[config.mk]
export PLATFORM = sky130hd
export DESIGN_NAME = conv33_bias_bank
export DESIGN_NICKNAME = d
export VERILOG_FILES = /design/src/rtl/conv33_bias_bank.sv
export SDC_FILE = /design/constraint.sdc
export NUM_CORES = 1
export LEC_CHECK = 0
export ABC_CLOCK_PERIOD_IN_PS = 8200
export CORE_MARGIN = 5
export CORE_UTILIZATION = 50
export DETAILED_ROUTE_END_ITERATION = 10
export PLACE_DENSITY = 0.64
export SLEW_MARGIN = 5
export SYNTH_ARGS = -nofsm -noshare
export SYNTH_HDL_FRONTEND = slang
export SYNTH_SLANG_ARGS = --single-unit
[constraint.sdc]
create_clock -name clk -period 8.2 [get_ports clk]
set_input_delay 0.82 -clock clk [delete_from_list [all_inputs] [get_ports clk]]
set_output_delay 0.82 -clock clk [all_outputs]
set_load 0.01 [all_outputs]
[src/rtl/conv33_bias_bank.sv]
// conv33_bias_bank: per-channel bias store for the conv33 output stage.
// Biases are loaded sequentially through load_en/load_data and read back either
// in channel order (read_mode=0, internal read pointer) or by explicit channel
// address (read_mode=1, read_addr). Read latency is one cycle.
//
// Ports:
//   clk, rst            clock, asynchronous active-high reset
//   load_clr            restart load: clears both pointers and the loaded flag
//   load_en, load_data  write load_data at the write pointer
//   load_done           one-cycle pulse after the write to entry NUM_CH-1
//   loaded              all entries written since the last clear/reset
//   read_en, read_mode, read_addr   read request, mode, address (mode=1)
//   bias, ch_idx        registered bias word and its channel index
//   valid               one cycle per accepted read
//   last_ch             with valid on the sequential beat of channel NUM_CH-1
//   rd_err              one-cycle pulse on an illegal read
module conv33_bias_bank #(
    parameter int unsigned BIAS_WIDTH = 32,
    parameter int unsigned NUM_CH     = 16,
    parameter int unsigned ADDR_W     = 4
) (
    input  logic                  clk,
    input  logic                  rst,
    input  logic                  load_clr,
    input  logic                  load_en,
    input  logic [BIAS_WIDTH-1:0] load_data,
    output logic                  load_done,
    output logic                  loaded,
    input  logic                  read_en,
    input  logic                  read_mode,
    input  logic [ADDR_W-1:0]     read_addr,
    output logic [BIAS_WIDTH-1:0] bias,
    output logic [ADDR_W-1:0]     ch_idx,
    output logic                  valid,
    output logic                  last_ch,
    output logic                  rd_err
);

    // Storage spans the full index range so any ADDR_W-bit index is in bounds;
    // only entries 0..NUM_CH-1 are ever written or legally read.
    localparam int unsigned       DEPTH    = 1 << ADDR_W;
    localparam logic [ADDR_W-1:0] LAST_IDX = ADDR_W'(NUM_CH - 1);

    logic [BIAS_WIDTH-1:0] mem_q [DEPTH];

    logic [ADDR_W-1:0]     wr_ptr_q,    wr_ptr_d;
    logic [ADDR_W-1:0]     rd_ptr_q,    rd_ptr_d;
    logic                  loaded_q,    loaded_d;
    logic                  load_done_q, load_done_d;
    logic [BIAS_WIDTH-1:0] bias_q,      bias_d;
    logic [ADDR_W-1:0]     ch_idx_q,    ch_idx_d;
    logic                  valid_q,     valid_d;
    logic                  last_ch_q,   last_ch_d;
    logic                  rd_err_q,    rd_err_d;

    logic                  mem_we_c;
    logic [ADDR_W-1:0]     rd_sel_c;
    logic                  addr_bad_c;

    // Next-state logic for pointers, flags and the output registers.
    always_comb begin
        wr_ptr_d    = wr_ptr_q;
        rd_ptr_d    = rd_ptr_q;
        loaded_d    = loaded_q;
        load_done_d = 1'b0;
        bias_d      = bias_q;
        ch_idx_d    = ch_idx_q;
        valid_d     = 1'b0;
        last_ch_d   = 1'b0;
        rd_err_d    = 1'b0;
        mem_we_c    = 1'b0;
        rd_sel_c    = read_mode ? read_addr : rd_ptr_q;
        addr_bad_c  = read_mode && (32'(read_addr) >= NUM_CH);

        if (load_clr) begin
            // Clear wins over any same-cycle load or read.
            wr_ptr_d = '0;
            rd_ptr_d = '0;
            loaded_d = 1'b0;
        end else begin
            if (load_en) begin
                mem_we_c = 1'b1;
                if (wr_ptr_q == LAST_IDX) begin
                    wr_ptr_d    = '0;
                    load_done_d = 1'b1;
                    loaded_d    = 1'b1;
                end else begin
                    wr_ptr_d = wr_ptr_q + ADDR_W'(1);
                end
            end

            if (read_en) begin
                if (!loaded_q || addr_bad_c) begin
                    rd_err_d = 1'b1;
                end else begin
                    // mem_q is read before this edge's write lands: old data wins.
                    valid_d  = 1'b1;
                    bias_d   = mem_q[rd_sel_c];
                    ch_idx_d = rd_sel_c;
                    if (!read_mode) begin
                        last_ch_d = (rd_ptr_q == LAST_IDX);
                        rd_ptr_d  = (rd_ptr_q == LAST_IDX) ? '0 : rd_ptr_q + ADDR_W'(1);
                    end
                end
            end
        end
    end

    // Control and output registers.
    always_ff @(posedge clk or posedge rst) begin
        if (rst) begin
            wr_ptr_q    <= '0;
            rd_ptr_q    <= '0;
            loaded_q    <= 1'b0;
            load_done_q <= 1'b0;
            bias_q      <= '0;
            ch_idx_q    <= '0;
            valid_q     <= 1'b0;
            last_ch_q   <= 1'b0;
            rd_err_q    <= 1'b0;
        end else begin
            wr_ptr_q    <= wr_ptr_d;
            rd_ptr_q    <= rd_ptr_d;
            loaded_q    <= loaded_d;
            load_done_q <= load_done_d;
            bias_q      <= bias_d;
            ch_idx_q    <= ch_idx_d;
            valid_q     <= valid_d;
            last_ch_q   <= last_ch_d;
            rd_err_q    <= rd_err_d;
        end
    end

    // Bias storage, not reset.
    always_ff @(posedge clk) begin
        if (mem_we_c) begin
            mem_q[wr_ptr_q] <= load_data;
        end
    end

    assign load_done = load_done_q;
    assign loaded    = loaded_q;
    assign bias      = bias_q;
    assign ch_idx    = ch_idx_q;
    assign valid     = valid_q;
    assign last_ch   = last_ch_q;
    assign rd_err    = rd_err_q;

endmodule

==> results of run 1 <==
[power by group]
| group | switching [mW] | internal (mW) | leakage (nW) |
|---|---|---|---|
| clock | 1.07 | 1.50 | 0.912 |
| sequential | 0.0200 | 3.15 | 5.27 |
| combinational | 0.269 | 0.139 | 2.84 |
| total | 1.36 | 4.80 | 9.03 |
[worst max-delay path, delay by kind of cell (launching register included)]
family,cells,cell delay [ns]
compound gates,4,1.69
buf+inv,3,1.88
flops,1,0.34
simple gates,1,0.09
[placed cells by master (no fill, tap or decap), types with 5 or more instances in the layout]
| master | synthesis | routed |
|---|---|---|
| inv_2 | 3 | 5 |
| o311ai_1 | 26 | 26 |
| edfxtp_1 | 512 | 512 |
| clkinv_1 | 0 | 7 |
| o41ai_1 | 21 | 21 |
| a211oi_1 | 128 | 128 |
| clkbuf_16 | 0 | 59 |
| a21oi_1 | 181 | 181 |
| dfrtp_1 | 49 | 47 |
| o22ai_1 | 49 | 49 |
| inv_1 | 11 | 8 |
| mux2_2 | 4 | 5 |
| o221ai_1 | 40 | 40 |
| ha_1 | 5 | 5 |
| clkbuf_1 | 97 | 16 |
| clkdlybuf4s50_1 | 0 | 79 |
| a32oi_1 | 30 | 30 |
| clkinv_2 | 0 | 9 |
| nor2b_1 | 83 | 83 |
| clkbuf_8 | 0 | 10 |
| o211ai_1 | 23 | 23 |
| buf_4 | 2 | 44 |
| nor3_1 | 10 | 6 |
| nor2_1 | 299 | 286 |
| nor2_4 | 0 | 13 |
| o21ai_0 | 117 | 117 |
| mux2i_1 | 24 | 22 |
| nand2_1 | 68 | 68 |
| o21bai_1 | 8 | 8 |
| a21o_1 | 8 | 8 |
| nand3_1 | 29 | 29 |
| nand2b_1 | 8 | 8 |
| a221o_1 | 22 | 22 |
| o21ai_1 | 21 | 21 |
[registers in the layout (all words and copies together), names as in the netlist]
signal / cells
bias: 32
ch_idx: 4
last_ch: 1
load_done: 1
loaded: 1
mem_q: 512
rd_err: 1
rd_ptr_q: 4
valid: 1
wr_ptr_q: 4
[routing by layer]
layer / vias to the layer above / wire [um]
met4: 2 / 2370
met3: 171 / 5790
li1: 7730 / -
met1: 8834 / 29400
met2: 884 / 33600
met5: - / 12
[logic make-up after synthesis]
family | count (synthesis) | synth area share [%]
flip-flops | 561 | 67.5
buffers and inverters | 177 | 3.01
multiplexers | 32 | 1.44
adder cells (fa/ha/maj) | 5 | 0.254
AND/OR/NAND/NOR | 518 | 9.28
AO/OA/AOI/OAI | 687 | 18.4
XOR/XNOR | 2 | 0.0712
[cell type report]
cell class,instances,area share [%]
flip-flops and latches,561,59.5
clock buffers,85,6.00
repair buffers,126,4.10
multi-input cells,1244,26.6
diodes,1,0.00896
clock inverters,23,0.704
well taps,664,2.98
inverters,14,0.193
[worst min path at each step]
stage	endpoint
2_1_floorplan	ch_idx[0]
5_1_grt	ch_idx[0]
3_3_place_gp	ch_idx[2]
6_report	ch_idx[0]
4_1_cts	ch_idx[1]
3_5_place_dp	ch_idx[1]
[through the flow]
step / instance area, um^2 / hold slack, ns
2_1_floorplan: 24600 / 0.516
3_3_place_gp: 26000 / 0.475
3_5_place_dp: 26000 / 0.487
4_1_cts: 27900 / 0.500
5_1_grt: 27900 / 0.518
6_report: 27900 / 0.486
==> metrics, run 1 <==
outcome finished clean; core area between 40000 and 50000 um^2; Die ar. ~54000 um^2; first-pass GRT wire length between 100000 and 150000 um; Syn Area/Cell about 12 um^2; Setup Buffers After CTS 0; most frequent cells after synthesis edfxtp_1 (512), nor2_1 (299), a21oi_1 (181), a211oi_1 (128), o21ai_0 (117); RSZ-0062 raised after global routing false; Root Driver clkbuf_16; worst hold path type register to register; Startpoint Class register; crit path max-delay cell type clkinv_2; largest area contributor in the netlist edfxtp_1; Final WS setup between 3 and 4 ns; max_slew headroom roughly 18%; Post-CTS Resized 0; Yosys cell types 54; Num CTS Buffers 58; Placement Rows between 80 and 90; DIE HEIGHT between 200 and 250 um; Final min period roughly 4.2 ns; Worst R2R Setup Slack roughly 4 ns; hold path startpoint ch_idx[0]; Total Power roughly 6.2 mW; Final setup viols 0; hold buffer count at CTS 0; busiest grt layer met2; LEAKAGE approximately 9.0 nW; Post-Synthesis Cells between 1500 and 2000; Peak supply drop roughly 0.00018 V; grt met3 use ~4.7%; crit-path max FO 53; largest cells by area after synthesis edfxtp_1 (63%), dfrtp_1 (5.0%), nor2_1 (4.6%); htree depth 2; Layout Utilization between 50 and 60%; vias 17600; GR Layer Usage met1 35.8%; most used cell, CP buf_4; Final TNS setup 0 ns; total detailed-routing wirelength between 70000 and 80000 um; worst path cell trace buf_4, clkinv_2, o32ai_4, buf_4, nor2_1, o311ai_1, o21ai_1, a221o_1; Highest Clock Rate 238 MHz; global placement routability congestion 0.800; met2 Use GR roughly 42%; RR Startpoint rd_ptr_q[0]; fin crit share around half; port bufs roughly 80; Cell Count, Final, Fillers Out 2718; DR pass1 iterations 5; top-area cell type share of the netlist area 62.5%; Yosys reg bits 561; CP arrival 4.70 ns; pre-CTS setup slack 3.40 ns; CTS tree yes; CTS Sinks roughly 560; Seq. cell area about 17000 um^2; GRT Util Overall a little over a quarter; reg2reg end bias[29]; global route total overflow 0; initial antenna violation count 2; Cell Area, Synth 24600 um^2; placed cells between 2000 and 3000; reg2reg path depth 8; Fin. Hold Viols 0; Worst Clk Skew about 0.019 ns; Post-Syn Nets approximately 2000; Detailed Place HPWL between 30000 and 40000 um; Die Wd between 200 and 250 um; layout cells sized above 1 8.38%; hold-critical path depth 2; Initial Util 50.4%; Worst Setup SP rd_ptr_q[0]; Top Ports 83; Filler cells ~3900; Final Max Tran Viols 0; routed len/inst about 26 um; vias in the first global route around 17000; Clock Latency Late Sink between 0.6 and 0.7 ns; max cap viols 0; Worst EP required roughly 8.7 ns; Detail Route Antenna Nets 0; Vias/cell ~6.5; most frequent cell after synthesis edfxtp_1; multi-input logic area approximately 7400 um^2; max incr delay on CP around 0.78 ns; PD cells between 200 and 250 nW/um^2; Critical Path Sink bias[29]; Synthesis Warnings 0; Primary FF master, synth edfxtp_1; largest net degree at the start of global routing 88; CTS Buffer Depth 3; Seq/Total Area, Yosys 67.5%; area grow syn2layout 13.5%; Post-synth EDFFs 512; DRC Markers 0; Clk pin slew, worst setup/hold paths 0.06 ns; nets@finish a little over 2000; Worst Path Class, Setup register to register; worst slew pin tran between 1 and 1.5 ns; Critical Path End Type register; async set or reset register ratio after synthesis slightly below 9%; Starting DRT DRC Count 1706
Power figures use the tool's default switching activity.
==> run 2, diff against run 1 <==
Settings changed: ABC_CLOCK_PERIOD_IN_PS 8200 to 4100.
Clock period 8.2 ns to 4.1 ns, I/O delays scaled along.
==> run 2 against run 1 <==
  * Setup slack worse by 3.0 ns
  * Utilization is 0.89 points higher
  * Register-to-register slack worse by 3.0 ns
  * Sequential share of layout area is 0.91 points lower
  * Cell count is 0.44% higher
  * First-iteration DRC count is 21% higher
  * Highest routed layer is now met4
==> metrics, run 2 (same netlist as run 1, synthesis figures left out) <==
outcome finished clean (unchanged); worst slew pin tran 1.12 ns (was 1.23 ns); Final min period 3.12 ns (was 4.21 ns); PD cells 456 nW/um^2 (was 221 nW/um^2); Die ar. 53700 um^2 (unchanged); Total Power 12.9 mW (was 6.16 mW); Placement Rows 81 (unchanged); Fin. Hold Viols 0 (unchanged); reg2reg end bias[7] (was bias[29]); Cell Count, Final, Fillers Out 2730 (was 2718); first-pass GRT wire length 109000 um (was 108000 um); global placement routability congestion 0.779 (was 0.800); crit-path max FO 53 (unchanged); DR pass1 iterations 5 (unchanged); Clock Latency Late Sink 0.62 ns (was 0.61 ns); global route total overflow 0 (unchanged); placed cells 2620 (was 2608); Final setup viols 0 (unchanged); Final TNS setup 0 ns (unchanged); max cap viols 0 (unchanged); largest net degree at the start of global routing 111 (was 88); CTS Buffer Depth 3 (unchanged); max reg flops 512 (unchanged); Worst Setup SP rd_ptr_q[0] (unchanged); total detailed-routing wirelength 72200 um (was 71100 um); Root Driver clkbuf_16 (unchanged); routed len/inst 26.4 um (was 26.2 um); most frequent cells in the layout edfxtp_1 (512), nor2_1 (286), a21oi_1 (181) (unchanged); Num CTS Buffers 58 (unchanged); Worst EP required 4.59 ns (was 8.69 ns); RSZ-0062 raised after global routing false (unchanged); vias in the first global route 17600 (was 17500); CTS Sinks 561 (unchanged); Startpoint Class register (unchanged); Peak supply drop 0.000305 V (was 0.000184 V); layout cells sized above 1 9.39% (was 8.38%); Vias/cell 6.50 (was 6.48); Top Ports 83 (unchanged); area grow syn2layout 15.3% (was 13.5%); Worst Path Class, Setup register to register (unchanged); LEAKAGE 9.23 nW (was 9.03 nW); CP arrival 3.61 ns (was 4.70 ns); ant diodes 0 (was 1); htree depth 2 (unchanged); Largest Register mem_q (unchanged); reg2reg path depth 7 (was 8); core area 48700 um^2 (unchanged); Critical Path End Type register (unchanged); Detailed Place HPWL 38700 um (was 37100 um); DIE HEIGHT 232 um (unchanged); hold buffer count at CTS 0 (unchanged); Setup Buffers After CTS 0 (unchanged); worst hold path type primary input to async pin (was register to register); Clk pin slew, worst setup/hold paths 0.06 ns (about the same); Detail Route Antenna Nets 0 (unchanged); Worst R2R Setup Slack 0.98 ns (was 3.99 ns); Worst Clk Skew 0.0218 ns (was 0.0187 ns); Final Max Tran Viols 0 (unchanged); port bufs 82 (unchanged); nets@finish 2063 (was 2052); Starting DRT DRC Count 2066 (was 1706); Highest Clock Rate 321 MHz (was 238 MHz); max_slew headroom 25.3% (was 18.0%); CTS tree yes (unchanged); GRT Util Overall 26.5% (was 26.1%); vias 17700 (was 17600); RR Startpoint rd_ptr_q[0] (unchanged); DRC Markers 0 (unchanged); initial antenna violation count 0 (was 2); Initial Util 50.4% (unchanged); Post-CTS Resized 0 (unchanged); fin crit share 76.0% (was 51.3%); Die Wd 232 um (unchanged); most common cell after layout, fill and taps aside edfxtp_1 (unchanged)
-- run 2: critical path, cell delays in order (launching register included) --
cell and delay, ns:
dfrtp_2 0.51, clkinv_2 0.50, o32ai_4 0.43, buf_4 0.59
o21ai_0 0.27, o311ai_1 0.16, o21ai_1 0.11, a221o_1 0.34
-- run 2: layer usage --
layer | part of all wire (%) | up-vias | routed length (um) | global-route usage [%]
met2 | 48 | 873 | 34400 | 43.1
li1 | - | 7757 | - | -
met5 | 0 | - | 0 | 0
met1 | 41 | 8952 | 29700 | 36.9
met3 | 8.3 | 164 | 5980 | 4.22
met4 | 2.9 | 0 | 2120 | 9.01
-- run 2: power breakdown --
group / switching (mW) / internal (mW) / leakage, nW / total [mW]
clock network: 2.21 / 3.55 / 1.03 / 5.76
logic: 0.542 / 0.285 / 2.93 / 0.826
registers: 0.0418 / 6.31 / 5.27 / 6.35
total: 2.79 / 10.1 / 9.23 / 12.9
-- run 2: final cells by class --
type,count,area (um^2)
well taps,664,831
clock inverters,35,483
flip-flops and latches,561,16600
fillers,3879,20400
clock buffers,75,1630
multi-input cells,1244,7410
inverters,14,53.8
repair buffers,137,1350
-- run 2: worst max-delay path by stage --
stage | to | cells after the start
floorplan | mem_q[3][0] | 3
global placement | bias[3] | 9
detailed placement | bias[31] | 9
CTS | bias[13] | 7
global route | bias[7] | 7
finish | bias[7] | 7
-- run 2: metrics by stage --
stage | utilization (%) | hold slack, ns | setup WS, ns | instance area (um^2)
floorplan | - | 0.480 | 0.644 | 24600
global placement | 53.8 | 0.465 | 0.892 | 26200
detailed placement | 53.8 | 0.478 | 0.834 | 26200
CTS | 58.2 | 0.409 | 1.03 | 28400
global route | 58.2 | 0.456 | 0.803 | 28400
finish | 58.2 | 0.395 | 0.983 | 28400
==> run 3, diff against run 2 <==
Settings changed: ABC_CLOCK_PERIOD_IN_PS 4100 to 2800, PLACE_DENSITY 0.64 to 0.67.
Clock period 4.1 ns to 2.8 ns, I/O delays scaled along.
==> run 3 against run 2 <==
  * First-iteration DRC count down 11%
  * Setup slack worse by 0.72 ns
  * Critical path type unchanged
  * Clock skew shrank 0.0086 ns
  * Cell count up 0.99%
  * Combinational power rose by 55%
  * Wire length is 2.7% lower
  * Die area did not move
  * Global-route usage down 0.82 points
  * Worst hold slack got worse by 0.28 ns
==> metrics, run 3 (same netlist as run 1, synthesis figures left out) <==
max cap viols 0 (unchanged); DRC Markers 0 (unchanged); first-pass GRT wire length 106000 um (was 109000 um); Final Max Tran Viols 0 (unchanged); max reg flops 512 (unchanged); LEAKAGE 9.36 nW (was 9.23 nW); GRT Util Overall 25.7% (was 26.5%); area grow syn2layout 16.8% (was 15.3%); DIE HEIGHT 232 um (unchanged); Worst R2R Setup Slack 0.27 ns (was 0.98 ns); largest net degree at the start of global routing 99 (was 111); Hold WS 0.112 ns (was 0.395 ns); Die ar. 53700 um^2 (unchanged); ant diodes 0 (unchanged); Peak supply drop 0.000510 V (was 0.000305 V); core area 48700 um^2 (unchanged); reg2reg path depth 6 (was 7); Post-CTS Resized 0 (unchanged); Total Power 18.3 mW (was 12.9 mW); Initial Util 50.4% (unchanged); Worst Clk Skew 0.0131 ns (was 0.0218 ns); Worst EP required 3.34 ns (was 4.59 ns); RSZ-0062 raised after global routing false (unchanged); CTS Sinks 561 (unchanged); worst slew pin tran 1.03 ns (was 1.12 ns); internal power 14.3 mW (was 10.1 mW); most common cell after layout, fill and taps aside edfxtp_1 (unchanged); Final min period 2.53 ns (was 3.12 ns); reg2reg end bias[0] (was bias[7]); vias 17700 (about the same); Detail Route Antenna Nets 0 (unchanged); hold buffer count at CTS 0 (unchanged); Final setup viols 0 (unchanged); vias in the first global route 17800 (was 17600); PD cells 637 nW/um^2 (was 456 nW/um^2); Largest Register mem_q (unchanged); combinational power share 7.0% (was 6.4%); global placement routability congestion 0.821 (was 0.779); Sw Share 22.1% (was 21.6%); Flop pwr share 50.8% (was 49.1%); Clock Latency Late Sink 0.62 ns (about the same); Worst Path Class, Setup register to register (unchanged); routed len/inst 25.5 um (was 26.4 um); area post-placement 26800 um^2 (was 26200 um^2); most frequent cells in the layout edfxtp_1 (512), nor2_1 (286), a21oi_1 (181) (unchanged); nets@finish 2094 (was 2063); CTS Buffer Depth 3 (unchanged); Clk pin slew, worst setup/hold paths 0.06 ns (about the same); Top Ports 83 (unchanged); Die Wd 232 um (unchanged); DR pass1 iterations 6 (was 5); Design Area, Final 28700 um^2 (was 28400 um^2); Final TNS setup 0 ns (unchanged); Starting DRT DRC Count 1831 (was 2066); Critical Path End Type register (unchanged); Root Driver clkbuf_16 (unchanged); Setup Buffers After CTS 0 (unchanged); Clock power frac 42.2% (was 44.5%); RR Startpoint rd_ptr_q[1] (was rd_ptr_q[0]); fin crit share 90.5% (was 76.0%); CTS tree yes (unchanged); crit-path max FO 40 (was 53); Fin. Hold Viols 0 (unchanged); global route total overflow 0 (unchanged); Layout Utilization 58.9% (was 58.2%); Placement Rows 81 (unchanged); crit path max-delay cell type or2_2 (was buf_4); htree depth 2 (unchanged); total detailed-routing wirelength 70200 um (was 72200 um); Startpoint Class register (unchanged); Net Switching 4.05 mW (was 2.79 mW); CP arrival 3.08 ns (was 3.61 ns); outcome finished clean (unchanged); worst hold path type primary input to async pin (unchanged); port bufs 82 (unchanged); Filler cells 3770 (was 3879); max_slew headroom 31.1% (was 25.3%); Highest Clock Rate 395 MHz (was 321 MHz); max incr delay on CP 0.85 ns (was 0.59 ns); Vias/cell 6.42 (was 6.50); worst path cell trace or2_2, o22ai_1, a32oi_1, nand3_1, nor2_1, a221o_1 (was clkinv_2, o32ai_4, buf_4, o21ai_0, o311ai_1, o21ai_1, a221o_1); Num CTS Buffers 56 (was 58); initial antenna violation count 0 (unchanged); layout cells sized above 1 10.5% (was 9.39%); Detailed Place HPWL 39500 um (was 38700 um)
-- run 3: cell count changes in the layout (fill, tap and decap cells not counted), moves of 3 or more --
cell       change
bufinv_16      -6
buf_4         +10
buf_12        +23
nor3_2         -4
nor3_4         +4
clkbuf_16      -3
clkbuf_8       +3
-- run 3: power groups by stage --
stage          registers, mW  clock network [mW]  logic [mW]
3_5_place_dp            9.47                   0        1.26
2_1_floorplan           9.47                   0       0.650
3_3_place_gp            9.47                   0        1.23
5_1_grt                 9.30                8.19        1.37
6_report                9.30                7.73        1.28
4_1_cts                 9.30                7.83        1.27
-- run 3: through the flow --
stage          worst slack [ns]  cells
6_report                  0.267   2757
4_1_cts                   0.342   2757
3_5_place_dp              0.240   2653
3_3_place_gp              0.289   2653
5_1_grt                   0.134   2757
2_1_floorplan             0.134   1982
-- run 3: worst max path at each step --
| stage | start | to | slack [ns] | depth (start not counted) |
|---|---|---|---|---|
| global placement | read_mode | bias[0] | 0.29 | 7 |
| CTS | rd_ptr_q[1] | bias[0] | 0.34 | 6 |
| floorplan | wr_ptr_q[2] | mem_q[15][0] | 0.13 | 3 |
| detailed placement | read_mode | bias[0] | 0.24 | 7 |
| global route | rd_ptr_q[1] | bias[4] | 0.13 | 6 |
| finish | rd_ptr_q[1] | bias[0] | 0.27 | 6 |
-- run 3: worst max-delay path: cells and delay by family, from the launching register on --
| kind | cells | cell delay, ns |
|---|---|---|
| DFF | 1 | 0.50 |
| and+or+nand+nor | 3 | 1.17 |
| AOI/OAI and AO/OA | 3 | 0.77 |
-- run 3: final cells by class --
cell class / instances / area [um^2] / share of cell area, %
tap: 664 / 831 / 2.89
multi-input combinational: 1244 / 7430 / 25.9
clock buffer: 77 / 1600 / 5.58
clock inverter: 27 / 307 / 1.07
inverter: 14 / 53.8 / 0.187
sequential: 561 / 16600 / 57.8
timing repair buffer: 170 / 1880 / 6.55
-- run 3: metal layers --
metal / routed length, um / vias up / share of wire (%) / GRT usage (%)
li1: - / 7826 / - / -
met3: 6250 / 197 / 8.9 / 4.55
met1: 27600 / 8754 / 39 / 34.0
met4: 2990 / 0 / 4.3 / 11.1
met5: 0 / - / 0 / 0
met2: 33400 / 922 / 48 / 42.3
